--- src/rtl/lcd4_pkg.sv ---
// Shared types, default 27 MHz timing and helpers for the 4-bit HD44780 sequencer.
package lcd4_pkg;

    localparam int unsigned WAIT_W = 20;

    localparam int unsigned DEF_FIFO_DEPTH     = 8;
    localparam int unsigned DEF_TAS_CYC        = 2;
    localparam int unsigned DEF_TPW_CYC        = 13;
    localparam int unsigned DEF_TH_CYC         = 2;
    localparam int unsigned DEF_CMD_WAIT_CYC   = 1080;
    localparam int unsigned DEF_CLR_WAIT_CYC   = 44280;
    localparam int unsigned DEF_PON_WAIT_CYC   = 405000;
    localparam int unsigned DEF_INIT1_WAIT_CYC = 110700;
    localparam int unsigned DEF_INIT2_WAIT_CYC = 2700;

    typedef enum logic [3:0] {
        StPonWait,
        StInitSetup,
        StInitE,
        StInitHold,
        StInitWait,
        StIdle,
        StSetup,
        StEHigh,
        StHold,
        StExecWait
    } lcd_state_t;

    // Counter value loaded on state entry so the state lasts exactly cyc cycles.
    function automatic logic [WAIT_W-1:0] wait_load(input int unsigned cyc);
        return (cyc == 0) ? '0 : WAIT_W'(cyc - 1);
    endfunction

    function automatic logic [3:0] init_nibble(input logic [1:0] idx);
        return (idx == 2'd3) ? 4'h2 : 4'h3;
    endfunction

    // Clear display and return home need the long execution time.
    function automatic logic slow_cmd(input logic rs, input logic [7:0] data);
        return !rs && (data[7:2] == 6'd0);
    endfunction

endpackage

--- src/rtl/lcd4_ctrl_if.sv ---
// CPU-side write port of the LCD sequencer: {rs, byte} push with ready.
interface lcd4_ctrl_if;

    logic       wr_valid;
    logic       wr_rs;
    logic [7:0] wr_data;
    logic       wr_ready;

    modport master (output wr_valid, output wr_rs, output wr_data, input wr_ready);
    modport slave  (input wr_valid, input wr_rs, input wr_data, output wr_ready);

endinterface

--- src/rtl/lcd4_fifo.sv ---
// Synchronous FIFO with registered occupancy; full blocks pushes even on a same-cycle pop.
module lcd4_fifo #(
    parameter int unsigned DEPTH = 8,
    parameter int unsigned WIDTH = 9
) (
    input  logic                     sys_clk,
    input  logic                     rst_n,
    input  logic                     push_i,
    input  logic [WIDTH-1:0]         push_data_i,
    input  logic                     pop_i,
    output logic [WIDTH-1:0]         pop_data_o,
    output logic                     full_o,
    output logic                     empty_o,
    output logic [$clog2(DEPTH):0]   level_o
);

    localparam int unsigned PTR_W = $clog2(DEPTH);
    localparam int unsigned LVL_W = PTR_W + 1;

    logic [WIDTH-1:0] mem_q [DEPTH];
    logic [PTR_W-1:0] wr_ptr_q, rd_ptr_q;
    logic [LVL_W-1:0] level_q, level_d;
    logic             push_ok, pop_ok;

    assign full_o     = (level_q == LVL_W'(DEPTH));
    assign empty_o    = (level_q == '0);
    assign push_ok    = push_i && !full_o;
    assign pop_ok     = pop_i && !empty_o;
    assign pop_data_o = mem_q[rd_ptr_q];
    assign level_o    = level_q;

    always_comb begin
        level_d = level_q;
        case ({push_ok, pop_ok})
            2'b10:   level_d = level_q + 1'b1;
            2'b01:   level_d = level_q - 1'b1;
            default: level_d = level_q;
        endcase
    end

    always_ff @(posedge sys_clk or negedge rst_n) begin
        if (!rst_n) begin
            wr_ptr_q <= '0;
            rd_ptr_q <= '0;
            level_q  <= '0;
        end else begin
            if (push_ok) wr_ptr_q <= wr_ptr_q + 1'b1;
            if (pop_ok)  rd_ptr_q <= rd_ptr_q + 1'b1;
            level_q <= level_d;
        end
    end

    always_ff @(posedge sys_clk) begin
        if (push_ok) mem_q[wr_ptr_q] <= push_data_i;
    end

endmodule

--- src/rtl/lcd4_ctrl.sv ---
// HD44780 4-bit sequencer: power-on init, then drains the write FIFO two nibbles per byte.
module lcd4_ctrl
    import lcd4_pkg::*;
#(
    parameter int unsigned FIFO_DEPTH     = DEF_FIFO_DEPTH,
    parameter int unsigned TAS_CYC        = DEF_TAS_CYC,
    parameter int unsigned TPW_CYC        = DEF_TPW_CYC,
    parameter int unsigned TH_CYC         = DEF_TH_CYC,
    parameter int unsigned CMD_WAIT_CYC   = DEF_CMD_WAIT_CYC,
    parameter int unsigned CLR_WAIT_CYC   = DEF_CLR_WAIT_CYC,
    parameter int unsigned PON_WAIT_CYC   = DEF_PON_WAIT_CYC,
    parameter int unsigned INIT1_WAIT_CYC = DEF_INIT1_WAIT_CYC,
    parameter int unsigned INIT2_WAIT_CYC = DEF_INIT2_WAIT_CYC
) (
    input  logic                          sys_clk,
    input  logic                          rst_n,
    lcd4_ctrl_if.slave                    wr_if,
    output logic                          busy_o,
    output logic                          init_done_o,
    output logic [$clog2(FIFO_DEPTH):0]   fifo_level_o,
    output logic                          lcd_e_o,
    output logic                          lcd_rw_o,
    output logic                          lcd_rs_o,
    output logic [3:0]                    lcd_db_o
);

    localparam logic [WAIT_W-1:0] TAS_LD   = wait_load(TAS_CYC);
    localparam logic [WAIT_W-1:0] TPW_LD   = wait_load(TPW_CYC);
    localparam logic [WAIT_W-1:0] TH_LD    = wait_load(TH_CYC);
    localparam logic [WAIT_W-1:0] CMD_LD   = wait_load(CMD_WAIT_CYC);
    localparam logic [WAIT_W-1:0] CLR_LD   = wait_load(CLR_WAIT_CYC);
    localparam logic [WAIT_W-1:0] PON_LD   = wait_load(PON_WAIT_CYC);
    localparam logic [WAIT_W-1:0] INIT1_LD = wait_load(INIT1_WAIT_CYC);
    localparam logic [WAIT_W-1:0] INIT2_LD = wait_load(INIT2_WAIT_CYC);

    lcd_state_t        state_q, state_d;
    logic [WAIT_W-1:0] wait_q, wait_d;
    logic [1:0]        init_idx_q, init_idx_d;
    logic              init_done_q, init_done_d;
    logic [8:0]        byte_q, byte_d;
    logic              nib_lo_q, nib_lo_d;
    logic              e_q, e_d;
    logic              rs_q, rs_d;
    logic [3:0]        db_q, db_d;

    logic              fifo_full, fifo_empty, fifo_pop;
    logic [8:0]        fifo_rdata;
    logic              wait_zero;

    lcd4_fifo #(
        .DEPTH (FIFO_DEPTH),
        .WIDTH (9)
    ) u_fifo (
        .sys_clk     (sys_clk),
        .rst_n       (rst_n),
        .push_i      (wr_if.wr_valid),
        .push_data_i ({wr_if.wr_rs, wr_if.wr_data}),
        .pop_i       (fifo_pop),
        .pop_data_o  (fifo_rdata),
        .full_o      (fifo_full),
        .empty_o     (fifo_empty),
        .level_o     (fifo_level_o)
    );

    assign wait_zero = (wait_q == '0);

    always_comb begin
        state_d     = state_q;
        wait_d      = wait_zero ? '0 : wait_q - 1'b1;
        init_idx_d  = init_idx_q;
        init_done_d = init_done_q;
        byte_d      = byte_q;
        nib_lo_d    = nib_lo_q;
        e_d         = e_q;
        rs_d        = rs_q;
        db_d        = db_q;
        fifo_pop    = 1'b0;

        case (state_q)
            StPonWait: if (wait_zero) begin
                state_d = StInitSetup;
                wait_d  = TAS_LD;
                rs_d    = 1'b0;
                db_d    = init_nibble(init_idx_q);
            end
            StInitSetup: if (wait_zero) begin
                state_d = StInitE;
                wait_d  = TPW_LD;
                e_d     = 1'b1;
            end
            StInitE: if (wait_zero) begin
                state_d = StInitHold;
                wait_d  = TH_LD;
                e_d     = 1'b0;
            end
            StInitHold: if (wait_zero) begin
                state_d = StInitWait;
                case (init_idx_q)
                    2'd0:    wait_d = INIT1_LD;
                    2'd1:    wait_d = INIT2_LD;
                    default: wait_d = CMD_LD;
                endcase
            end
            StInitWait: if (wait_zero) begin
                if (init_idx_q == 2'd3) begin
                    state_d     = StIdle;
                    init_done_d = 1'b1;
                end else begin
                    state_d    = StInitSetup;
                    wait_d     = TAS_LD;
                    init_idx_d = init_idx_q + 2'd1;
                    db_d       = init_nibble(init_idx_q + 2'd1);
                end
            end
            StIdle: if (!fifo_empty) begin
                fifo_pop = 1'b1;
                byte_d   = fifo_rdata;
                rs_d     = fifo_rdata[8];
                db_d     = fifo_rdata[7:4];
                nib_lo_d = 1'b0;
                state_d  = StSetup;
                wait_d   = TAS_LD;
            end
            StSetup: if (wait_zero) begin
                state_d = StEHigh;
                wait_d  = TPW_LD;
                e_d     = 1'b1;
            end
            StEHigh: if (wait_zero) begin
                state_d = StHold;
                wait_d  = TH_LD;
                e_d     = 1'b0;
            end
            StHold: if (wait_zero) begin
                if (!nib_lo_q) begin
                    db_d     = byte_q[3:0];
                    nib_lo_d = 1'b1;
                    state_d  = StSetup;
                    wait_d   = TAS_LD;
                end else begin
                    state_d = StExecWait;
                    wait_d  = slow_cmd(byte_q[8], byte_q[7:0]) ? CLR_LD : CMD_LD;
                end
            end
            StExecWait: if (wait_zero) state_d = StIdle;
            default: begin
                state_d = StPonWait;
                wait_d  = PON_LD;
            end
        endcase
    end

    always_ff @(posedge sys_clk or negedge rst_n) begin
        if (!rst_n) begin
            state_q     <= StPonWait;
            wait_q      <= PON_LD;
            init_idx_q  <= '0;
            init_done_q <= 1'b0;
            byte_q      <= '0;
            nib_lo_q    <= 1'b0;
            e_q         <= 1'b0;
            rs_q        <= 1'b0;
            db_q        <= '0;
        end else begin
            state_q     <= state_d;
            wait_q      <= wait_d;
            init_idx_q  <= init_idx_d;
            init_done_q <= init_done_d;
            byte_q      <= byte_d;
            nib_lo_q    <= nib_lo_d;
            e_q         <= e_d;
            rs_q        <= rs_d;
            db_q        <= db_d;
        end
    end

    assign wr_if.wr_ready = !fifo_full;
    assign busy_o         = !init_done_q || !fifo_empty || (state_q != StIdle);
    assign init_done_o    = init_done_q;
    assign lcd_e_o        = e_q;
    assign lcd_rw_o       = 1'b0;
    assign lcd_rs_o       = rs_q;
    assign lcd_db_o       = db_q;

endmodule

--- src/flat_wrapper.sv ---
// flat-port wrapper written by rule: the top's interface ports become plain ports
module lcd4_ctrl_flat import lcd4_pkg::*;
#(
    parameter int unsigned FIFO_DEPTH     = DEF_FIFO_DEPTH,
    parameter int unsigned TAS_CYC        = DEF_TAS_CYC,
    parameter int unsigned TPW_CYC        = DEF_TPW_CYC,
    parameter int unsigned TH_CYC         = DEF_TH_CYC,
    parameter int unsigned CMD_WAIT_CYC   = DEF_CMD_WAIT_CYC,
    parameter int unsigned CLR_WAIT_CYC   = DEF_CLR_WAIT_CYC,
    parameter int unsigned PON_WAIT_CYC   = DEF_PON_WAIT_CYC,
    parameter int unsigned INIT1_WAIT_CYC = DEF_INIT1_WAIT_CYC,
    parameter int unsigned INIT2_WAIT_CYC = DEF_INIT2_WAIT_CYC
)
  (sys_clk, rst_n, busy_o, init_done_o, fifo_level_o, lcd_e_o, lcd_rw_o, lcd_rs_o, lcd_db_o, wr_if_wr_valid, wr_if_wr_rs, wr_if_wr_data, wr_if_wr_ready);
  lcd4_ctrl_if wr_if_i ();
  input  logic sys_clk;
  input  logic rst_n;
  output logic busy_o;
  output logic init_done_o;
  output logic [$clog2(FIFO_DEPTH):0] fifo_level_o;
  output logic lcd_e_o;
  output logic lcd_rw_o;
  output logic lcd_rs_o;
  output logic [3:0] lcd_db_o;
  input wire logic [$bits(wr_if_i.wr_valid)-1:0] wr_if_wr_valid;
  input wire logic [$bits(wr_if_i.wr_rs)-1:0] wr_if_wr_rs;
  input wire logic [$bits(wr_if_i.wr_data)-1:0] wr_if_wr_data;
  output wire logic [$bits(wr_if_i.wr_ready)-1:0] wr_if_wr_ready;
  assign wr_if_i.wr_valid = wr_if_wr_valid;
  assign wr_if_i.wr_rs = wr_if_wr_rs;
  assign wr_if_i.wr_data = wr_if_wr_data;
  assign wr_if_wr_ready = wr_if_i.wr_ready;
  lcd4_ctrl #(.FIFO_DEPTH(FIFO_DEPTH), .TAS_CYC(TAS_CYC), .TPW_CYC(TPW_CYC), .TH_CYC(TH_CYC), .CMD_WAIT_CYC(CMD_WAIT_CYC), .CLR_WAIT_CYC(CLR_WAIT_CYC), .PON_WAIT_CYC(PON_WAIT_CYC), .INIT1_WAIT_CYC(INIT1_WAIT_CYC), .INIT2_WAIT_CYC(INIT2_WAIT_CYC)) u_core (.sys_clk(sys_clk), .rst_n(rst_n), .wr_if(wr_if_i), .busy_o(busy_o), .init_done_o(init_done_o), .fifo_level_o(fifo_level_o), .lcd_e_o(lcd_e_o), .lcd_rw_o(lcd_rw_o), .lcd_rs_o(lcd_rs_o), .lcd_db_o(lcd_db_o));
endmodule
--- config.mk ---
export PLATFORM = sky130hd
export DESIGN_NAME = lcd4_ctrl_flat
export DESIGN_NICKNAME = d
export VERILOG_FILES = /design/src/rtl/lcd4_pkg.sv /design/src/rtl/lcd4_ctrl_if.sv /design/src/rtl/lcd4_fifo.sv /design/src/rtl/lcd4_ctrl.sv /design/src/flat_wrapper.sv
export SDC_FILE = /design/constraint.sdc
export NUM_CORES = 1
export LEC_CHECK = 0
export BUFFER_PORTS_ARGS = -buffer_cell sky130_fd_sc_hd__buf_2
export CAP_MARGIN = 10
export CORE_UTILIZATION = 61
export CTS_CLUSTER_DIAMETER = 150
export CTS_CLUSTER_SIZE = 20
export DETAILED_ROUTE_END_ITERATION = 8
export PLACE_DENSITY = 0.79
export SLEW_MARGIN = 20
export SYNTH_ARGS = -nofsm -noshare
export SYNTH_HDL_FRONTEND = slang
export SYNTH_SLANG_ARGS = --single-unit
--- constraint.sdc ---
create_clock -name sys_clk -period 2.9 [get_ports sys_clk]
set_input_delay 0.145 -clock sys_clk [delete_from_list [all_inputs] [get_ports sys_clk]]
set_output_delay 0.145 -clock sys_clk [all_outputs]
set_load 0.01 [all_outputs]
# == After elaboration in Yosys (flattened, before gate mapping) ==
# Memory sizes are Yosys's and may differ from the RTL's.
# Index checks and enable logic that the tools add are counted.
# op_classes
addsub,6
eq_ne,30
mux,46
bitwise_logic,2
reduce_logical,30
# ops
operator,n
$mux 20,9
$pmux 20 s7,1
$mux 4,17
$pmux 4 s10,1
$pmux 17 s2,1
$ne 2x1->1 const B,11
$logic_not 20->1,1
$sub 20x1->20 const B,1
$eq 4x3->1 const B,4
$mux 16,1
$pmux 4 s4,1
$reduce_and 3->1,5
$eq 4x4->1 const B,3
$mux 1,10
$reduce_and 10->1,1
$eq 4x2->1 const B,2
$logic_not 4->1,2
$pmux 4 s2,1
$reduce_bool 2->1,4
$reduce_and 7->1,1
$add 3x1->3 const B,2
$eq 2x2->1 const B,3
$logic_not 6->1,1
$ne 2x2->1 const B,3
17 further kinds,28
# word_totals
ff_bits,53
ram_bits,72
out_inout_bits,14
wordCells,127
memories,1
# mem_list
memory,words,word_bits,rd,rd_ports_with_merged_regs,write_ports,line,text
u_core.u_fifo.mem_q,8,9,1,0,1,lcd4_fifo.sv:20,logic [WIDTH-1:0] mem_q [DEPTH];

# == Longest topological paths before layout ==
# Gate-level depths: netlist of run 1.
# depth
ltp_word,6
mapped_depth,12
mapped_depth_nobuf,11

# == Hierarchy ==
# A second synthesis of run 1 with hierarchy kept.
# hier_totals
hier_cells,479
hier_area_um2,6095.8
# modules_own_cells
mod,instances,cells_per_inst,area_each_um2,seq_area_each_um2
lcd4_fifo,1,172,3444.6,2412.3
lcd4_ctrl,1,307,2651.3,1087.3

# == Least setup slack after synthesis of run 1 ==
# OpenSTA, ideal clock, no wires.
# synth_path
path_type,reg-to-reg
from,"register u_core.u_fifo.level_q[1], in the netlist u_core.u_fifo.level_o[1]"
to,"register u_core.u_fifo.level_q[3], in the netlist u_core.u_fifo.level_o[3]"
setup_time_ps,129
arrival_ps,2335
slack_ps,436
stages_incl_launch_ff,11
n_path_buf,0
path_cell_list,dfrtp_1 -> or4_4 -> nand2_1 -> inv_1 -> ha_1 -> ha_1 -> a21o_1 -> a21oi_1 -> xnor2_1 -> nor2_1 -> xor2_1
# synth_between
elab_chain_cells,6
elab_cells_between_ends,14
# synth_lines
item,line,text
"start, declared",lcd4_fifo.sv:22,"logic [LVL_W-1:0] level_q, level_d;"
"start signal, assigned",lcd4_fifo.sv:49,level_q <= level_d;
$logic_not 4->1 (*),lcd4_fifo.sv:26,assign empty_o = (level_q == '0);
$mux 1 (*),lcd4_ctrl.sv:115,StIdle: if (!fifo_empty) begin
$mux 1 (*),lcd4_ctrl.sv:79,case (state_q)
named net u_core.fifo_pop,lcd4_ctrl.sv:46,"logic fifo_full, fifo_empty, fifo_pop;"
$logic_and 1x1->1 (*),lcd4_fifo.sv:28,assign pop_ok = pop_i && !empty_o;
$eq 2x1->1 / $eq 2x2->1 (equally long branches),lcd4_fifo.sv:34,"case ({push_ok, pop_ok})"
$pmux 4 s2 / $reduce_bool 2->1 (equally long branches),--,
# Mark *: on every way through the listed nets, which the timed path passes. The rest lies on a longest branch.
# A chain may end at the register's enable or synchronous reset.

# == Worst setup path in the final report of run 1 ==
# Ends and elaborated chain as after synthesis.

==> results.py, run 1 <==
metrics = {
    "outcome": {
        "outcome": "complete, no violations",
    },
    "final_layout": {
        "layout.cell_area.non_filler_um2": 6850,
        "nets": 526,
        "area_growth_pct": 17.7,
        "post_route_cells_drive_above_1_share_pct": 22.8,
        "antenna_cells_inserted": 0,
    },
    "clock_tree": {
        "clkSinkCount": 125,
        "clk_latency_ns": 0.53,
        "cts-buffers-inserted": 17,
        "clk_pin_slew_ns": 0.07,
        "postCtsSetupBuffers": 0,
        "cts_tree": "yes",
        "cts_root_buffer": "sky130_fd_sc_hd__clkbuf_8",
        "cts-htree-levels": 4,
        "cts_max_path_buffers": 2,
    },
    "yosys": {
        "post-synth-top-area-fraction_pct": 37.1,
        "synth.yosys.warnings": 0,
        "synth_nets": 473,
        "synthMostInstantiatedCell": "sky130_fd_sc_hd__edfxtp_1",
        "synth_edf_count": 72,
        "synth.top_cells.by_count": "sky130_fd_sc_hd__edfxtp_1 (72), sky130_fd_sc_hd__dfrtp_1 (44), sky130_fd_sc_hd__nand2_1 (39)",
        "dominantRegCellSynth": "sky130_fd_sc_hd__edfxtp_1",
        "synthCells": 448,
        "async_flop_share_pct": 42.4,
        "synth.largest_area_cell": "sky130_fd_sc_hd__edfxtp_1",
        "sequential_cell_area_fraction_in_the_yosys_report_pct": 60.1,
        "synth_area_um2": 5820,
        "ys_types": 64,
        "yosys_register_bits": 125,
        "yosys-top-cells-area": "sky130_fd_sc_hd__edfxtp_1 (37%), sky130_fd_sc_hd__dfrtp_1 (19%), sky130_fd_sc_hd__mux4_2 (5.4%)",
        "synthesis.area_per_instance_um2": 13.0,
    },
    "detailed_routing": {
        "route.detailed.wl_per_inst_um": 20.2,
        "detail_route.vias_per_cell": 6.12,
        "drt_drc_violations_left": 0,
        "detail-route-antenna-nets": 0,
        "detail_route.wirelength_um": 13000,
        "num_vias": 3934,
        "drtPass1Iterations": 5,
        "drt_first_iter_violations": 272,
    },
    "setup_path": {
        "criticalPathCategory": "reg2reg",
        "worst_path_largest_cell_delay_ns": 0.59,
        "cp.buffers_inverters": 1,
        "worstSetupStartpointType": "register",
        "timing.critical_path.arrival_ns": 2.96,
        "crit_required_ns": 3.31,
        "critical-path-top-cell-by-count": "sky130_fd_sc_hd__ha_1",
        "worstPathCellList": "or4_4 -> nand2_1 -> inv_1 -> ha_1 -> ha_1 -> a21o_1 -> a21oi_1 -> xnor2_1 -> nor2_1 -> xor2_1",
        "cp_num_cells": 10,
        "critPathSlowestCell": "sky130_fd_sc_hd__or4_4",
        "worst_path_max_fanout": 6,
        "timing.critical_path.max_delay_family": "simple AND/OR/NAND/NOR gates",
        "timing.critical_path.to_type": "register",
        "worst_reg_to_reg_path_cell_count": 10,
    },
    "floorplan": {
        "core_area_um2": 9240,
        "die_w_um": 99.7,
        "design.portCount": 26,
        "dieArea_um2": 9940,
        "core.rowCount": 35,
        "die_height_um": 99.7,
        "initial_utilization_pct": 63.0,
    },
    "timing": {
        "finalSetupViolations": 0,
        "finalMaxSlewViolations": 0,
        "layout_worst_path_cycle_share_pct": 88.0,
        "fmaxAchievable_mhz": 392,
        "final.setup.tns_ns": 0,
        "worst_slew_pin_slew_ns": 0.963,
        "rsz0062_at_grt": "no",
        "slew_headroom_pct": 35.4,
        "final_hold_vio_count": 0,
        "whs_ns": 0.278,
        "clock_tree_skew_after_final_layout_ns": 0.0130,
        "period_minus_slack_ns": 2.55,
    },
    "grt": {
        "grt_antenna_before_repair": 0,
        "grt.overflow.total": 0,
        "first_global_vias": 4069,
        "pin_count_of_the_biggest_net_entering_global_routing": 54,
        "grt_first_pass_wirelength_um": 21000,
        "groute.usage.overall_pct": 28.9,
    },
    "placed_design": {
        "dp.final_hpwl_um": 7900,
        "place_area_um2": 6180,
        "place.gp.congestion": 0.910,
        "numPortBuffers": 24,
    },
    "flow_run": {
        "drv.max_cap_violation_count": 0,
    },
    "power_and_ir_drop": {
        "cellPowerDensity_nw_per_um2": 699,
        "p_leak_nw": 2.52,
        "finalPower_mw": 4.79,
        "ir_drop_mv": 0.521,
    },
    "min_path": {
        "worstHoldPathType": "in2async",
    },
}
-- power breakdown --
| group | switching (mW) | internal [mW] | total (mW) |
|---|---|---|---|
| sequential | 0.142 | 2.09 | 2.24 |
| clock | 0.877 | 1.17 | 2.05 |
| combinational | 0.289 | 0.216 | 0.505 |
-- cells by family after synthesis --
family / synth area share, %
adder cells (fa/ha/maj): 2.92
XOR/XNOR: 3.61
multiplexers: 10.4
AND/OR/NAND/NOR: 12.0
buffers and inverters: 2.30
AO/OA/AOI/OAI: 8.70
other: 0.0644
flip-flops: 60.1
-- final timing paths --
path                                               start                         to  slack (ns)
worst max-delay path            u_core.u_fifo.level_o[1]   u_core.u_fifo.level_o[3]        0.35
worst min-delay path                               rst_n         u_core.lcd_db_o[2]        0.28
worst max register to register  u_core.u_fifo.level_o[1]   u_core.u_fifo.level_o[3]        0.35
worst min register to register          u_core.byte_q[8]           u_core.byte_q[8]        0.49
max in group asynchronous                          rst_n  u_core.u_fifo.rd_ptr_q[0]        2.18
min in group sys_clk                    wr_if_wr_data[0]  u_core.u_fifo.mem_q[4][0]        0.41
-- registers in the layout, summed over array words and instances (netlist names) --
register,count
u_core.state_q,4
u_core.init_done_o,1
u_core.byte_q,9
u_core.lcd_rs_o,1
u_core.u_fifo.rd_ptr_q,3
u_core.lcd_e_o,1
u_core.u_fifo.level_o,4
u_core.nib_lo_q,1
u_core.wait_q,20
u_core.lcd_db_o,4
u_core.init_idx_q,2
u_core.u_fifo.mem_q,72
u_core.u_fifo.wr_ptr_q,3
-- worst min-delay path: cells and delay by family --
family / cells / cell delay (ns)
buffers and inverters: 3 / 1.15
-- through the flow --
| stage | utilization [%] | instances | setup WS (ns) |
|---|---|---|---|
| final | 74.2 | 643 | 0.348 |
| after global routing | 74.2 | 643 | 0.241 |
| after CTS | 74.2 | 643 | 0.344 |
| after detailed placement | 66.9 | 600 | 0.393 |
| after global placement | 66.9 | 600 | 0.459 |
| after floorplan | - | 448 | 0.436 |
-- layout by cell type (no fill, tap or decap), drive strengths merged, types with 4 or more instances in the layout --
| cell type | instances |
|---|---|
| nor4b | 4 |
| dfstp | 9 |
| nor4 | 9 |
| inv | 20 |
| ha | 12 |
| xor2 | 6 |
| or3 | 4 |
| a21oi | 12 |
| nand2 | 40 |
| nand3 | 12 |
| buf | 43 |
| xnor2 | 18 |
| clkbuf | 18 |
| a211oi | 4 |
| edfxtp | 72 |
| mux2i | 22 |
| nor2 | 24 |
| o22ai | 5 |
| dfrtp | 44 |
| nand4 | 4 |
| nor3 | 12 |
| dlygate4sd3 | 11 |
| mux4 | 14 |
| o21ai | 32 |
| nor2b | 6 |
| mux2 | 6 |
-- layer usage --
layer | routed length (µm) | GRT usage, % | share of wire (%) | up-vias
met2 | 6920 | 49.3 | 53 | 139
met4 | 312 | 14.4 | 2.4 | 0
met3 | 573 | 5.20 | 4.4 | 25
met5 | 0 | 0 | 0 | -
met1 | 5220 | 35.6 | 40 | 1982
li1 | - | - | - | 1788
-- area by class of cell --
cell class	count	area (µm²)
timing repair buffer	54	373
multi-input combinational	291	2210
inverter	12	45.0
fill	583	2390
clock buffer	18	418
clock inverter	14	148
sequential	125	3500
tap	129	161
-- repair_timing --
item / CTS / global route
resized for setup: 0 / 0
hold endpoints to repair: 117 / 0
hold buffers: 11 / 0
(Power assumes the default switching activity.)
==> run 2: changes to the inputs <==
CORE_UTILIZATION = 52   (was 61)
PLACE_DENSITY = 0.69   (was 0.79)
SYNTH_HIERARCHICAL = 1   (was unset)
==> results.py, run 2 <==
metrics = {
    "outcome": {
        "outcome": "complete, no violations",
    },
    "power_and_ir_drop": {
        "finalPower_mw": 4.85,
        "p_leak_nw": 2.75,
        "cellPowerDensity_nw_per_um2": 675,
        "ir_drop_mv": 0.638,
    },
    "placed_design": {
        "dpl_worst_slack_ns": 0.135,
        "numPortBuffers": 24,
        "dp.final_hpwl_um": 8480,
        "post-place-cells": 649,
        "place.gp.congestion": 0.835,
        "place_area_um2": 6530,
    },
    "timing": {
        "finalMaxSlewViolations": 0,
        "rsz0062_at_grt": "no",
        "finalSetupViolations": 0,
        "final_hold_vio_count": 0,
        "worst_slack_ns": 0.145,
        "layout_worst_path_cycle_share_pct": 95.0,
        "fmaxAchievable_mhz": 363,
        "final.setup.tns_ns": 0,
        "clock_tree_skew_after_final_layout_ns": 0.0119,
        "worst_slew_pin_slew_ns": 0.642,
        "whs_ns": 0.0260,
        "slew_headroom_pct": 57.2,
        "period_minus_slack_ns": 2.75,
    },
    "final_layout": {
        "antenna_cells_inserted": 0,
        "largest_register_ffs": 72,
        "final_cell_mix": "sky130_fd_sc_hd__edfxtp_1 (72), sky130_fd_sc_hd__nand2_1 (53), sky130_fd_sc_hd__dfrtp_1 (44)",
        "utilization_pct": 63.0,
        "reg_top3": "u_core/u_fifo/mem_q: 72 flops, u_core/wait_q: 20 flops, u_core/byte_q: 9 flops",
        "regArea_um2": 3500,
        "most_common_cell_after_layout_fill_and_taps_aside": "sky130_fd_sc_hd__edfxtp_1",
        "multiInputGateArea_um2": 2440,
        "largest_register": "u_core/u_fifo/mem_q",
        "final_cells": 690,
        "post_route_cells_drive_above_1_share_pct": 23.9,
        "layout.cell_area.non_filler_um2": 7200,
        "nets": 559,
        "area_growth_pct": 18.0,
        "fillCellCount": 868,
    },
    "setup_path": {
        "critPathSlowestCell": "sky130_fd_sc_hd__or4b_2",
        "cp.buffers_inverters": 1,
        "worst_path_largest_cell_delay_ns": 0.67,
        "worst_path_max_fanout": 9,
        "worstPathCellList": "buf_4 -> or4b_4 -> nand2_2 -> ha_4 -> ha_4 -> or4b_2 -> o311ai_0 -> o211ai_1",
        "critical-path-top-cell-by-count": "sky130_fd_sc_hd__ha_4",
        "timing.critical_path.max_delay_family": "simple AND/OR/NAND/NOR gates",
        "crit_required_ns": 3.19,
        "timing.critical_path.to_type": "register",
        "worstSetupStartpointType": "register",
        "timing.critical_path.arrival_ns": 3.05,
        "worst_reg_to_reg_path_cell_count": 8,
        "cp_num_cells": 8,
        "criticalPathCategory": "reg2reg",
    },
    "floorplan": {
        "core.rowCount": 39,
        "dieArea_um2": 12200,
        "die_w_um": 110,
        "die_height_um": 110,
        "initial_utilization_pct": 53.4,
        "core_area_um2": 11400,
        "design.portCount": 26,
    },
    "detailed_routing": {
        "detail-route-antenna-nets": 0,
        "detail_route.wirelength_um": 12400,
        "route.detailed.wl_per_inst_um": 17.9,
        "drtPass1Iterations": 5,
        "num_vias": 4009,
        "detail_route.vias_per_cell": 5.81,
        "drt_drc_violations_left": 0,
        "drt_first_iter_violations": 297,
    },
    "yosys": {
        "synth_area_um2": 6100,
        "yosys_register_bits": 125,
        "dominantRegCellSynth": "sky130_fd_sc_hd__edfxtp_1",
        "synthCells": 479,
        "yosys-top-cells-area": "sky130_fd_sc_hd__edfxtp_1 (35%), sky130_fd_sc_hd__dfrtp_1 (18%), sky130_fd_sc_hd__dfstp_2 (3.9%)",
        "post-synth-top-area-fraction_pct": 35.5,
        "synthMostInstantiatedCell": "sky130_fd_sc_hd__edfxtp_1",
        "ys_types": 75,
        "synth.yosys.warnings": 6,
        "synth.top_cells.by_count": "sky130_fd_sc_hd__edfxtp_1 (72), sky130_fd_sc_hd__nand2_1 (53), sky130_fd_sc_hd__dfrtp_1 (44)",
        "synthesis.area_per_instance_um2": 12.7,
        "synth_nets": 504,
        "async_flop_share_pct": 42.4,
        "synth.largest_area_cell": "sky130_fd_sc_hd__edfxtp_1",
        "sequential_cell_area_fraction_in_the_yosys_report_pct": 57.4,
        "synth_edf_count": 72,
    },
    "clock_tree": {
        "cts-htree-levels": 4,
        "clk_pin_slew_ns": 0.06,
        "cts_root_buffer": "sky130_fd_sc_hd__clkbuf_16",
        "cts-buffers-inserted": 17,
        "cts_tree": "yes",
        "cts_max_path_buffers": 2,
        "clkSinkCount": 125,
        "clk_latency_ns": 0.43,
    },
    "grt": {
        "pin_count_of_the_biggest_net_entering_global_routing": 51,
        "groute.usage.overall_pct": 22.6,
        "first_global_vias": 3958,
        "grt_antenna_before_repair": 0,
        "grt.overflow.total": 0,
        "grt_first_pass_wirelength_um": 19700,
    },
    "min_path": {
        "worstHoldPathType": "in2reg",
        "hold_path_depth": 1,
    },
    "flow_run": {
        "drv.max_cap_violation_count": 0,
    },
}
[run 2: cell count changes after synthesis, moves of 7 or more]
| cell | delta |
|---|---|
| sky130_fd_sc_hd__nand2_1 | +14 |
| sky130_fd_sc_hd__mux4_1 | +9 |
| sky130_fd_sc_hd__nor2_1 | +7 |
| sky130_fd_sc_hd__mux2_4 | +9 |
| sky130_fd_sc_hd__mux2i_1 | -21 |
| sky130_fd_sc_hd__o21ai_0 | -15 |
[run 2: final timing paths]
check	startpoint	endpoint	slack, ns
max	u_core/u_fifo/level_o[0]	u_core/u_fifo/level_o[3]	0.15
min in group asynchronous	rst_n	u_core/wait_q[3]	0.28
max in group asynchronous	rst_n	u_core/wait_q[10]	2.02
min	wr_if_wr_data[5]	u_core/u_fifo/mem_q[1][5]	0.03
min reg2reg	u_core/byte_q[5]	u_core/byte_q[5]	0.48
max reg2reg	u_core/u_fifo/level_o[0]	u_core/u_fifo/level_o[3]	0.15
[run 2: cell type report]
class / count / share of cell area, %
Tap cell: 143 / 2.49
Clock inverter: 14 / 2.05
Inverter: 16 / 0.852
Clock buffer: 18 / 5.96
Multi-Input combinational cell: 311 / 33.9
Sequential cell: 125 / 48.6
Timing Repair Buffer: 63 / 6.09
[run 2: where the power goes]
part           total, mW  internal (mW)  switching (mW)  leakage, nW
sequential          2.20           2.09           0.108         1.31
clock               2.05           1.21           0.837        0.281
combinational      0.605          0.272           0.333         1.16
total               4.85           3.58            1.28         2.75
[run 2: cells by family (layout without fill, tap and decap cells)]
family,after synthesis,count (layout),synth area share (%)
buffers and inverters,43,111,3.47
AOI/OAI and AO/OA,83,83,9.17
DFF,125,125,57.4
muxes,33,33,10.5
adders and majority gates,13,13,2.79
xor gates and xnor gates,24,24,3.45
other,1,1,0.0615
and+or+nand+nor,157,157,13.1
[run 2: metal layers]
metal  GRT usage [%]  up-vias  wire length [µm]
li1                -     1900                 -
met1            26.7     1996              5120
met2            39.0       91              6480
met3            6.53       22               531
met4            8.83        0               217
met5               0        -                 0
[run 2: what timing repair did]
action / in CTS / in global routing
resized for setup: 0 / 0
buffers inserted: 0 / 0
hold endpoints to repair: 108 / 0
hold buffers: 9 / 0
